`src/rtl/prog_loader.sv`:
```
// prog_loader: receives a program image as a byte stream and writes it into
// instruction memory while holding the CPU in reset.
//
// Stream: count_hi, count_lo (N words, big-endian, valid range 1..256),
//         4N payload bytes (MSB-first per word), then one checksum byte
//         equal to the XOR of all payload bytes.
//
// Ports
//   CLK          clock, rising edge
//   RESET        synchronous active-high reset
//   start        one-cycle pulse that opens a load session (IDLE or ERR only)
//   rx_data      incoming byte
//   rx_valid     rx_data valid this cycle
//   rx_ready     loader accepts a byte this cycle (transfer = valid & ready)
//   mem_we       byte write strobe, the cycle after each payload transfer
//   mem_addr     byte address of the write (0..1023)
//   mem_wdata    byte to write
//   cpu_hold     holds the CPU in reset during a session and after an error
//   busy         session in progress
//   done         one-cycle pulse after a good checksum
//   err          set while in the error state, cleared by a new start
//   loaded_words word count of the last accepted header
module prog_loader (
  input  logic        CLK,
  input  logic        RESET,
  input  logic        start,
  input  logic [7:0]  rx_data,
  input  logic        rx_valid,
  output logic        rx_ready,
  output logic        mem_we,
  output logic [31:0] mem_addr,
  output logic [7:0]  mem_wdata,
  output logic        cpu_hold,
  output logic        busy,
  output logic        done,
  output logic        err,
  output logic [8:0]  loaded_words
);

  typedef enum logic [2:0] {
    IDLE,
    HDR_HI,
    HDR_LO,
    PAYLOAD,
    CKSUM,
    DONE,
    ERR
  } state_t;

  state_t      state, state_nxt;
  logic [7:0]  cnt_hi_p0;
  logic [7:0]  words_m1_p0;
  logic [9:0]  idx_p0;
  logic [7:0]  acc_p0;

  logic        xfer;
  logic [15:0] hdr_n;
  logic        hdr_ok;
  logic        last_byte;
  logic        open_session;

  assign xfer         = rx_valid && rx_ready;
  assign hdr_n        = {cnt_hi_p0, rx_data};
  assign hdr_ok       = (hdr_n != 16'd0) && (hdr_n <= 16'd256);
  // Last payload byte is byte 3 of word N-1.
  assign last_byte    = (idx_p0[9:2] == words_m1_p0) && (idx_p0[1:0] == 2'b11);
  assign open_session = start && ((state == IDLE) || (state == ERR));

  // Next-state and state-decoded outputs
  always_comb begin
    state_nxt = state;
    rx_ready  = 1'b0;
    busy      = 1'b0;
    cpu_hold  = 1'b0;
    done      = 1'b0;
    err       = 1'b0;
    case (state)
      IDLE: begin
        if (start) state_nxt = HDR_HI;
      end
      HDR_HI: begin
        rx_ready = 1'b1;
        busy     = 1'b1;
        cpu_hold = 1'b1;
        if (xfer) state_nxt = HDR_LO;
      end
      HDR_LO: begin
        rx_ready = 1'b1;
        busy     = 1'b1;
        cpu_hold = 1'b1;
        if (xfer) state_nxt = hdr_ok ? PAYLOAD : ERR;
      end
      PAYLOAD: begin
        rx_ready = 1'b1;
        busy     = 1'b1;
        cpu_hold = 1'b1;
        if (xfer && last_byte) state_nxt = CKSUM;
      end
      CKSUM: begin
        rx_ready = 1'b1;
        busy     = 1'b1;
        cpu_hold = 1'b1;
        if (xfer) state_nxt = (rx_data == acc_p0) ? DONE : ERR;
      end
      DONE: begin
        busy      = 1'b1;
        cpu_hold  = 1'b1;
        done      = 1'b1;
        state_nxt = IDLE;
      end
      ERR: begin
        // CPU stays held so a partially loaded program never runs.
        cpu_hold = 1'b1;
        err      = 1'b1;
        if (start) state_nxt = HDR_HI;
      end
      default: state_nxt = IDLE;
    endcase
  end

  // Stage p0 -> p1: byte accepted this edge, memory write presented next cycle
  always_ff @(posedge CLK) begin
    if (RESET) begin
      state        <= IDLE;
      mem_we       <= 1'b0;
      mem_addr     <= 32'd0;
      mem_wdata    <= 8'd0;
      loaded_words <= 9'd0;
      cnt_hi_p0    <= 8'd0;
      words_m1_p0  <= 8'd0;
      idx_p0       <= 10'd0;
      acc_p0       <= 8'd0;
    end else begin
      state  <= state_nxt;
      mem_we <= (state == PAYLOAD) && xfer;

      if (open_session) begin
        acc_p0 <= 8'd0;
        idx_p0 <= 10'd0;
      end

      if ((state == HDR_HI) && xfer) cnt_hi_p0 <= rx_data;

      if ((state == HDR_LO) && xfer && hdr_ok) begin
        loaded_words <= hdr_n[8:0];
        words_m1_p0  <= 8'(hdr_n - 16'd1);
        idx_p0       <= 10'd0;
      end

      if ((state == PAYLOAD) && xfer) begin
        mem_addr  <= {22'd0, idx_p0};
        mem_wdata <= rx_data;
        idx_p0    <= idx_p0 + 10'd1;
        acc_p0    <= acc_p0 ^ rx_data;
      end
    end
  end

endmodule

```
`config.mk`:
```
export PLATFORM = sky130hd
export DESIGN_NAME = prog_loader
export DESIGN_NICKNAME = d
export VERILOG_FILES = /design/src/rtl/prog_loader.sv
export SDC_FILE = /design/constraint.sdc
export NUM_CORES = 1
export LEC_CHECK = 0
export CAP_MARGIN = 20
export CELL_PAD_IN_SITES_DETAIL_PLACEMENT = 1
export CELL_PAD_IN_SITES_GLOBAL_PLACEMENT = 1
export CORE_UTILIZATION = 33
export CTS_CLUSTER_DIAMETER = 100
export DETAILED_ROUTE_END_ITERATION = 8
export GPL_ROUTABILITY_DRIVEN = 0
export GPL_TIMING_DRIVEN = 0
export PLACE_DENSITY_LB_ADDON = 0.1
export SYNTH_ARGS = -nofsm -noshare
export SYNTH_HDL_FRONTEND = slang
export SYNTH_SLANG_ARGS = --single-unit
```
`constraint.sdc`:
```
create_clock -name CLK -period 2.5 [get_ports CLK]
set_input_delay 0.375 -clock CLK [delete_from_list [all_inputs] [get_ports CLK]]
set_output_delay 0.375 -clock CLK [all_outputs]
set_load 0.01 [all_outputs]
```
# --- After elaboration in Yosys (flattened, before gate mapping) ---
# Index checks and enable logic that the tools add are counted.
totals:
  reg_bits: 65
  inputBits: 12
  out_inout_bits: 55
  wordCells: 64
classes:
  addsub: 2
  order_cmp: 1
  n_eq_ne: 14
  muxes: 18
  n_bitwise: 1
  reduce_logical: 19
ops:
  columns: ["cell", "n"]
  rows:
  - ["$mux 10", 3]
  - ["$mux 3", 6]
  - ["$eq 8x8->1", 2]
  - ["$le 16x9->1 const B", 1]
  - ["$mux 8", 2]
  - ["$reduce_bool 16->1", 1]
  - ["$pmux 3 s5", 1]
  - ["$add 10x1->10 const B", 1]
  - ["$eq 3x3->1 const B", 3]
  - ["$logic_and 1x1->1", 9]
  - ["$ne 2x2->1 const B", 4]
  - ["$sub 8x1->8 const B", 1]
  - ["$xor 8x8->8", 1]
  - ["$eq 3x2->1 const B", 2]
  - ["$reduce_or 6->1", 1]
  - ["$mux 1", 5]
  - ["$reduce_and 5->1", 1]
  - ["$reduce_or 5->1", 1]
  - ["$reduce_or 4->1", 1]
  - ["$eq 3x1->1 const B", 1]
  - ["$logic_not 3->1", 1]
  - ["$reduce_bool 3->1", 1]
  - ["$eq 2x2->1 const B", 1]
  - ["$mux 2", 1]
  - ["other kinds (4)", 4]

# --- Longest topological paths before layout ---
# Gate-level depths: netlist (run 1).
logic_depth:
  word_depth: 8
  depth_mapped: 10
  ltp_nobuf: 8

# --- Least setup slack after synthesis (run 1) ---
# No wires, ideal clock.
synth_path:
  kind: "in2reg"
  start: "in rx_data[3]"
  end: "reg idx_p0[9]"
  setup_ns: 0.128
  arrival_ns: 2.464
  t_required_ns: 2.372
  setup_slack_ns: -0.091
  path_stages: 9
  path_buffers: 3
  cell_sequence: "buf_4 or4_4 o31a_1 or4_1 buf_6 and2b_1 buf_6 a22oi_2 nor2_1"
synth_between:
  elab_chain_len: 5
  word_cells_on_any_way: 7
  cone_classes: "order compare (1); mux (2); reduce/logical (4)"
synth_rtl:
  columns: ["element", "line", "source"]
  rows:
  - ["start: declaration", "27", "input logic [7:0] rx_data,"]
  - ["$le 16x9->1 or $reduce_bool 16->1 (tied branches)", "64", "assign hdr_ok = (hdr_n != 16'd0) && (hdr_n <= 16'd256);"]
  - ["$logic_and 1x1->1 *", "64", null]
  - ["$logic_and 1x1->1 *", "144", "if ((state == HDR_LO) && xfer && hdr_ok) begin"]
  - ["$mux 10", "144", null]
  - ["$mux 10", "150", "if ((state == PAYLOAD) && xfer) begin"]
  - ["end signal: assignment", "153", "idx_p0 <= idx_p0 + 10'd1;"]
  - ["end: declaration", "53", "logic [9:0] idx_p0;"]
# Every way passes the cells marked *; elsewhere a longest branch is shown, timed or not.
# A chain may end at the register's enable or synchronous reset.

# --- Worst setup path in the final report (run 1) ---
layout_path:
  start: "in start"
  end: "reg idx_p0[9]"
layout_between:
  elab_chain_len: 2
layout_rtl:
  columns: ["element", "line", "source"]
  rows:
  - ["start: declaration", "26", "input logic start,"]
  - ["$logic_and 1x1->1", "67", "assign open_session = start && ((state == IDLE) || (state == ERR));"]
  - ["$reduce_bool 3->1 (no line)", null, null]
# No other way between the ends.

==> flow_metrics.tcl, run 1 <==
set metrics [dict create \
    status "complete, no violations" \
    synth_cell_types 46 \
    yosysSeqAreaShare 0.413 \
    htree_levels 3 \
    synthToLayoutAreaGrowth_pct 26.7 \
    maxSlewHeadroom 0.270 \
    drc 0 \
    finalCriticalPeriod_ns 2.41 \
    worstPathRequired_ns 2.71 \
    num_vias 2879 \
    cp-start-kind "input port" \
    postRouteAntennaNets 0 \
    clkTransAtPathRegs_ns 0.07 \
    grt_setup_unrepaired "false" \
    gr-total-overflow 0 \
    cts_buffer_depth 2 \
    yosys.area.top_type_share 0.413 \
    grt_pass1_wl_um 14600 \
    leakage_nw 1.52 \
    antenna_cells 0 \
    num_rows 35 \
    fp.dieW_um 99.7 \
    synth_area_per_cell_um2 8.00 \
    crit_path_end_kind "register" \
    worst_pin_slew_ns 1.08 \
    cts_sinks 65 \
    max_freq_mhz 415 \
    ys_ff_latch 65 \
    cts_tree "yes" \
    maxCapViolCount 0 \
    grt_max_degree 12 \
    async_flop_share 0 \
    postLayoutCellArea_um2 4000 \
    place_inst 582 \
    dpl.hpwl_um 6460 \
    placed_cell_area_um2 3790 \
    wirelength_um 8820 \
    ios 67 \
    synth_area_leader_cell "dfxtp_1" \
    instances_no_fill 597 \
    clock_latency_ns 0.35 \
    dieArea_um2 9950 \
    first_global_vias 2771 \
    mappedNetlistArea_um2 3150 \
    vdd_drop_max_v 0.000268 \
    netlist_top_cells_area "dfxtp_1 41%, nor2_1 7.4%, a21oi_1 6.0%" \
    tns_ns 0 \
    power_mw 2.75 \
    multi_input_area_um2 1620 \
    finalNetCount 479 \
    core_area_um2 9240 \
    pwr_density_cell_nw_per_um2 688 \
    post-cts-setup-buffers 0 \
    cts_buffers 9 \
    whs_ns 0.311 \
    wl_per_cell_um 14.8 \
    fin_util 0.432 \
    cp.arrival_ns 2.62 \
    synth_top_flop_cell "dfxtp_1" \
    drt-pass1-iter-count 4 \
    drive_above_1_share 0.115 \
    preCtsSetupSlack_ns -0.385 \
    fin_ws_ns 0.0884 \
    drt_iter0_drc 154 \
    crit_type "input port to register" \
    grt_usage 0.189 \
    start_util 0.341 \
    die_y_um 99.7 \
    yosys_warnings 0 \
    finalCritPeriodShare 0.965 \
    cts-root-buf "clkbuf_8" \
    vias_per_cell 4.82 \
    final_hold_viol_count 0 \
    drv_slew 0 \
    nFillCells 1142 \
    synth_edf_count 0 \
    synth_cells 394 \
    antenna_found_initial 0 \
    regArea_um2 1300 \
    setup_viol 0 \
    fin_skew_ns 0.0117 \
    cp_max_fo 10 \
    hp-class "input port to register" \
    io_buffer_count 38 \
]
[layout make-up]
cell class / count / share of cell area
tap: 129 / 0.0404
timing repair buffer: 38 / 0.0946
multi-input combinational: 292 / 0.405
inverter: 10 / 0.00939
sequential: 65 / 0.326
clock inverter: 4 / 0.0131
buffer: 48 / 0.0742
clock buffer: 11 / 0.0379
[worst max-delay path, cell delays in order]
cell and delay [ns]:
clkdlybuf4s50_1 0.52, inv_1 0.10, o41ai_2 0.97, and2b_1 0.28
buf_6 0.13, a22oi_2 0.18, nor2_1 0.06
[per-layer routing]
| layer | share of wire | wire, µm | track usage |
|---|---|---|---|
| met3 | 0.028 | 245 | 0.0372 |
| met2 | 0.48 | 4190 | 0.306 |
| met4 | 0.015 | 132 | 0.0667 |
| met5 | 0 | 0 | 0 |
| met1 | 0.48 | 4250 | 0.249 |
[sequential cells by signal, indices dropped and copies added (netlist names)]
register and cells:
mem_addr 10, state 3, loaded_words 9, cnt_hi_p0 8, mem_wdata 8, words_m1_p0 8
idx_p0 10, acc_p0 8, mem_we 1
[timing repair]
| action | CTS | global route |
|---|---|---|
| hold buffers | 0 | 0 |
| endpoints found under the setup margin | 32 | 2 |
| gates resized for setup | 5 | 3 |
[path summary, 6_finish.rpt]
path	startpoint	end	slack, ns	cells past startpoint
worst min-delay path	rx_data[2]	mem_wdata[2]$_SDFFE_PP0P_	0.31	3
worst min register to register	mem_addr[1]$_SDFFE_PP0P_	mem_addr[1]$_SDFFE_PP0P_	0.46	2
worst max-delay path	start	idx_p0[9]$_SDFFE_PP0P_	0.09	7
worst max register to register	state[2]$_SDFFE_PP0P_	idx_p0[9]$_SDFFE_PP0P_	0.20	7
[layout by cell type (no fill, tap or decap), types with 3 or more instances in the layout]
| cell type | Yosys | routed |
|---|---|---|
| a21oi_1 | 38 | 38 |
| a22oi_1 | 7 | 7 |
| buf_2 | 3 | 3 |
| buf_4 | 23 | 23 |
| buf_6 | 3 | 3 |
| clkbuf_1 | 17 | 15 |
| clkbuf_2 | 1 | 3 |
| clkbuf_8 | 0 | 11 |
| clkdlybuf4s50_1 | 0 | 36 |
| clkinvlp_4 | 0 | 3 |
| conb_1 | 1 | 22 |
| dfxtp_1 | 65 | 65 |
| ha_1 | 3 | 3 |
| inv_1 | 10 | 9 |
| mux2i_1 | 16 | 16 |
| nand2_1 | 47 | 47 |
| nand2b_1 | 3 | 3 |
| nand3_1 | 6 | 6 |
| nor2_1 | 62 | 62 |
| nor2b_1 | 9 | 9 |
| nor3_1 | 13 | 11 |
| nor4_1 | 5 | 5 |
| o21ai_0 | 14 | 14 |
| xnor2_1 | 14 | 14 |
| xor2_1 | 3 | 3 |
[synthesized netlist by cell type, drive strengths merged, types with 3 or more instances]
cell type and instances:
dfxtp 65, nor2 62, nand2 47, a21oi 38
buf 30, clkbuf 18, mux2i 16, o21ai 14
xnor2 14, nor3 13, inv 10, nor2b 9
a22oi 8, nand3 6, nor4 5, ha 3
nand2b 3, xor2 3
[kinds of logic (layout without fill, tap and decap cells)]
group | Yosys count | in the layout | share of synthesized area
XOR/XNOR | 17 | 17 | 0.0472
other | 1 | 22 | 0.00119
AND/OR/NAND/NOR | 155 | 155 | 0.216
flip-flops | 65 | 65 | 0.413
buffers and inverters | 58 | 111 | 0.105
AO/OA/AOI/OAI | 78 | 78 | 0.151
multiplexers | 17 | 17 | 0.0544
adder cells (fa/ha/maj) | 3 | 3 | 0.0119
[where the power goes]
group	internal, mW	switching [mW]	total, mW
sequential	1.09	0.0376	1.12
clock	0.509	0.429	0.938
combinational	0.297	0.389	0.687
total	1.89	0.856	2.75
Power figures use the tool's default switching activity.
==> inputs of run 2 (changes only) <==
--- a/config.mk
+++ b/config.mk
@@ -6,7 +6,7 @@
 export NUM_CORES = 1
 export LEC_CHECK = 0
 export CAP_MARGIN = 20
-export CELL_PAD_IN_SITES_DETAIL_PLACEMENT = 1
+export CELL_PAD_IN_SITES_DETAIL_PLACEMENT = 0
 export CELL_PAD_IN_SITES_GLOBAL_PLACEMENT = 1
 export CORE_UTILIZATION = 33
 export CTS_CLUSTER_DIAMETER = 100
==> run 2 against run 1 <==
Sequential share of layout area shrank 0.11 points. Sequential cell count did not move. Via count down 2.9%. Final cell count up 0.17%. Worst hold slack lost 0.0062 ns. Combinational power shrank 1%. Worst setup slack gained 0.078 ns. Clock skew down 0.0043 ns. Final area increased by 0.34%. Clock power grew 5.1%. Non-clock buffer count stayed put. Highest routed layer unchanged. Utilization up 0.15 points.
==> flow_metrics.tcl, run 2 (same netlist as run 1, synthesis figures left out) <==
set metrics [dict create \
    status "complete, no violations" \
    crit_path_end_kind "output port" \
    num_vias 2795 \
    finalCriticalPeriod_ns 2.33 \
    finalCritPeriodShare 0.933 \
    cp_max_fo 10 \
    drive_above_1_share 0.111 \
    clock_latency_ns 0.35 \
    drv_slew 0 \
    crit_type "register to output port" \
    placed_cell_area_um2 3790 \
    antenna_cells 0 \
    post-cts-setup-buffers 0 \
    leakage_nw 1.53 \
    final_common_cell "dfxtp_1" \
    clkTransAtPathRegs_ns 0.07 \
    postRouteAntennaNets 0 \
    dieArea_um2 9950 \
    gr-total-overflow 0 \
    synthToLayoutAreaGrowth_pct 27.2 \
    grt_setup_unrepaired "false" \
    start_util 0.341 \
    cp.arrival_ns 1.96 \
    layout_common_cells "65 x dfxtp_1, 62 x nor2_1, 47 x nand2_1, 38 x a21oi_1, 36 x clkdlybuf4s50_1" \
    drt-pass1-iter-count 4 \
    drc 0 \
    io_buffer_count 38 \
    cts_buffer_depth 2 \
    power_mw 2.79 \
    max_freq_mhz 429 \
    pwr_density_cell_nw_per_um2 695 \
    htree_levels 3 \
    wl_per_cell_um 13.7 \
    cts_buffers 9 \
    ios 67 \
    worst_pin_slew_ns 1.01 \
    dpl.hpwl_um 5940 \
    fp.dieW_um 99.7 \
    setup_viol 0 \
    num_rows 35 \
    vias_per_cell 4.67 \
    wirelength_um 8220 \
    cts_tree "yes" \
    fin_util 0.434 \
    tns_ns 0 \
    preCtsSetupSlack_ns -0.357 \
    hp-class "input port to register" \
    maxSlewHeadroom 0.319 \
    core_area_um2 9240 \
    final_hold_viol_count 0 \
    grt_usage 0.173 \
    grt_max_degree 12 \
    postLayoutCellArea_um2 4010 \
    fin_ws_ns 0.167 \
    fin_skew_ns 0.00733 \
    drt_iter0_drc 137 \
    worstPathRequired_ns 2.12 \
    maxCapViolCount 0 \
    grt_pass1_wl_um 13200 \
    cp-start-kind "register" \
    cts-root-buf "clkbuf_8" \
    vdd_drop_max_v 0.000277 \
    die_y_um 99.7 \
    finalNetCount 479 \
    reg_top3 "idx_p0: 10 flops, mem_addr: 10 flops, loaded_words: 9 flops" \
    antenna_found_initial 0 \
    first_global_vias 2485 \
    cts_sinks 65 \
]
[run 2: cell count changes in the layout (fill, tap and decap cells not counted), sizes merged]
cell / change
clkinvlp: -1
dlymetal6s2s: +2
dlygate4sd2: -2
clkinv: +1
bufinv: +1
[run 2: worst max-delay path: stages, from the launching register on]
cell and delay, ns:
dfxtp_1 0.38, clkbuf_2 0.25, inv_1 0.18, nor3_1 0.23
clkdlybuf4s50_1 0.57
[run 2: repair_timing]
action                     in CTS  in global routing
hold endpoints to repair        0                  0
gates resized for setup         3                  3
hold buffers                    0                  0
setup endpoints to repair      32                 25
[run 2: final timing paths]
kind	slack (ns)	to	depth (start not counted)	start
min	0.30	mem_wdata[2]$_SDFFE_PP0P_	3	rx_data[2]
min reg2reg	0.45	mem_addr[7]$_SDFFE_PP0P_	2	mem_addr[7]$_SDFFE_PP0P_
max reg2reg	0.27	idx_p0[9]$_SDFFE_PP0P_	7	state[1]$_SDFFE_PP0P_
max	0.17	done	4	state[0]$_SDFFE_PP0P_
[run 2: routing by layer]
metal	track usage	vias up	wire (µm)
met5	0	-	0
met4	0.0667	0	85
met3	0.0379	8	355
met2	0.273	71	3710
met1	0.231	1287	4060
li1	-	1429	-
[run 2: area by class of cell]
class                           instances  area (µm²)
Fill cell                             980        5230
Multi-Input combinational cell        292        1620
Sequential cell                        65        1300
Timing Repair Buffer                   38         385
Buffer                                 48         295
Tap cell                              129         161
Clock buffer                           11         131
Clock inverter                          5        80.1
Inverter                               10        37.5
[run 2: through the flow]
step	instances	hold WS, ns
floorplan	415	0.461
global placement	582	0.445
detailed placement	582	0.448
CTS	598	0.304
global route	598	0.304
finish	598	0.305
[run 2: where the power goes]
| group | total (mW) | internal [mW] | switching (mW) | leakage [nW] |
|---|---|---|---|---|
| Clock | 0.986 | 0.561 | 0.425 | 0.0995 |
| Combinational | 0.678 | 0.298 | 0.380 | 0.909 |
| Sequential | 1.12 | 1.09 | 0.0372 | 0.525 |
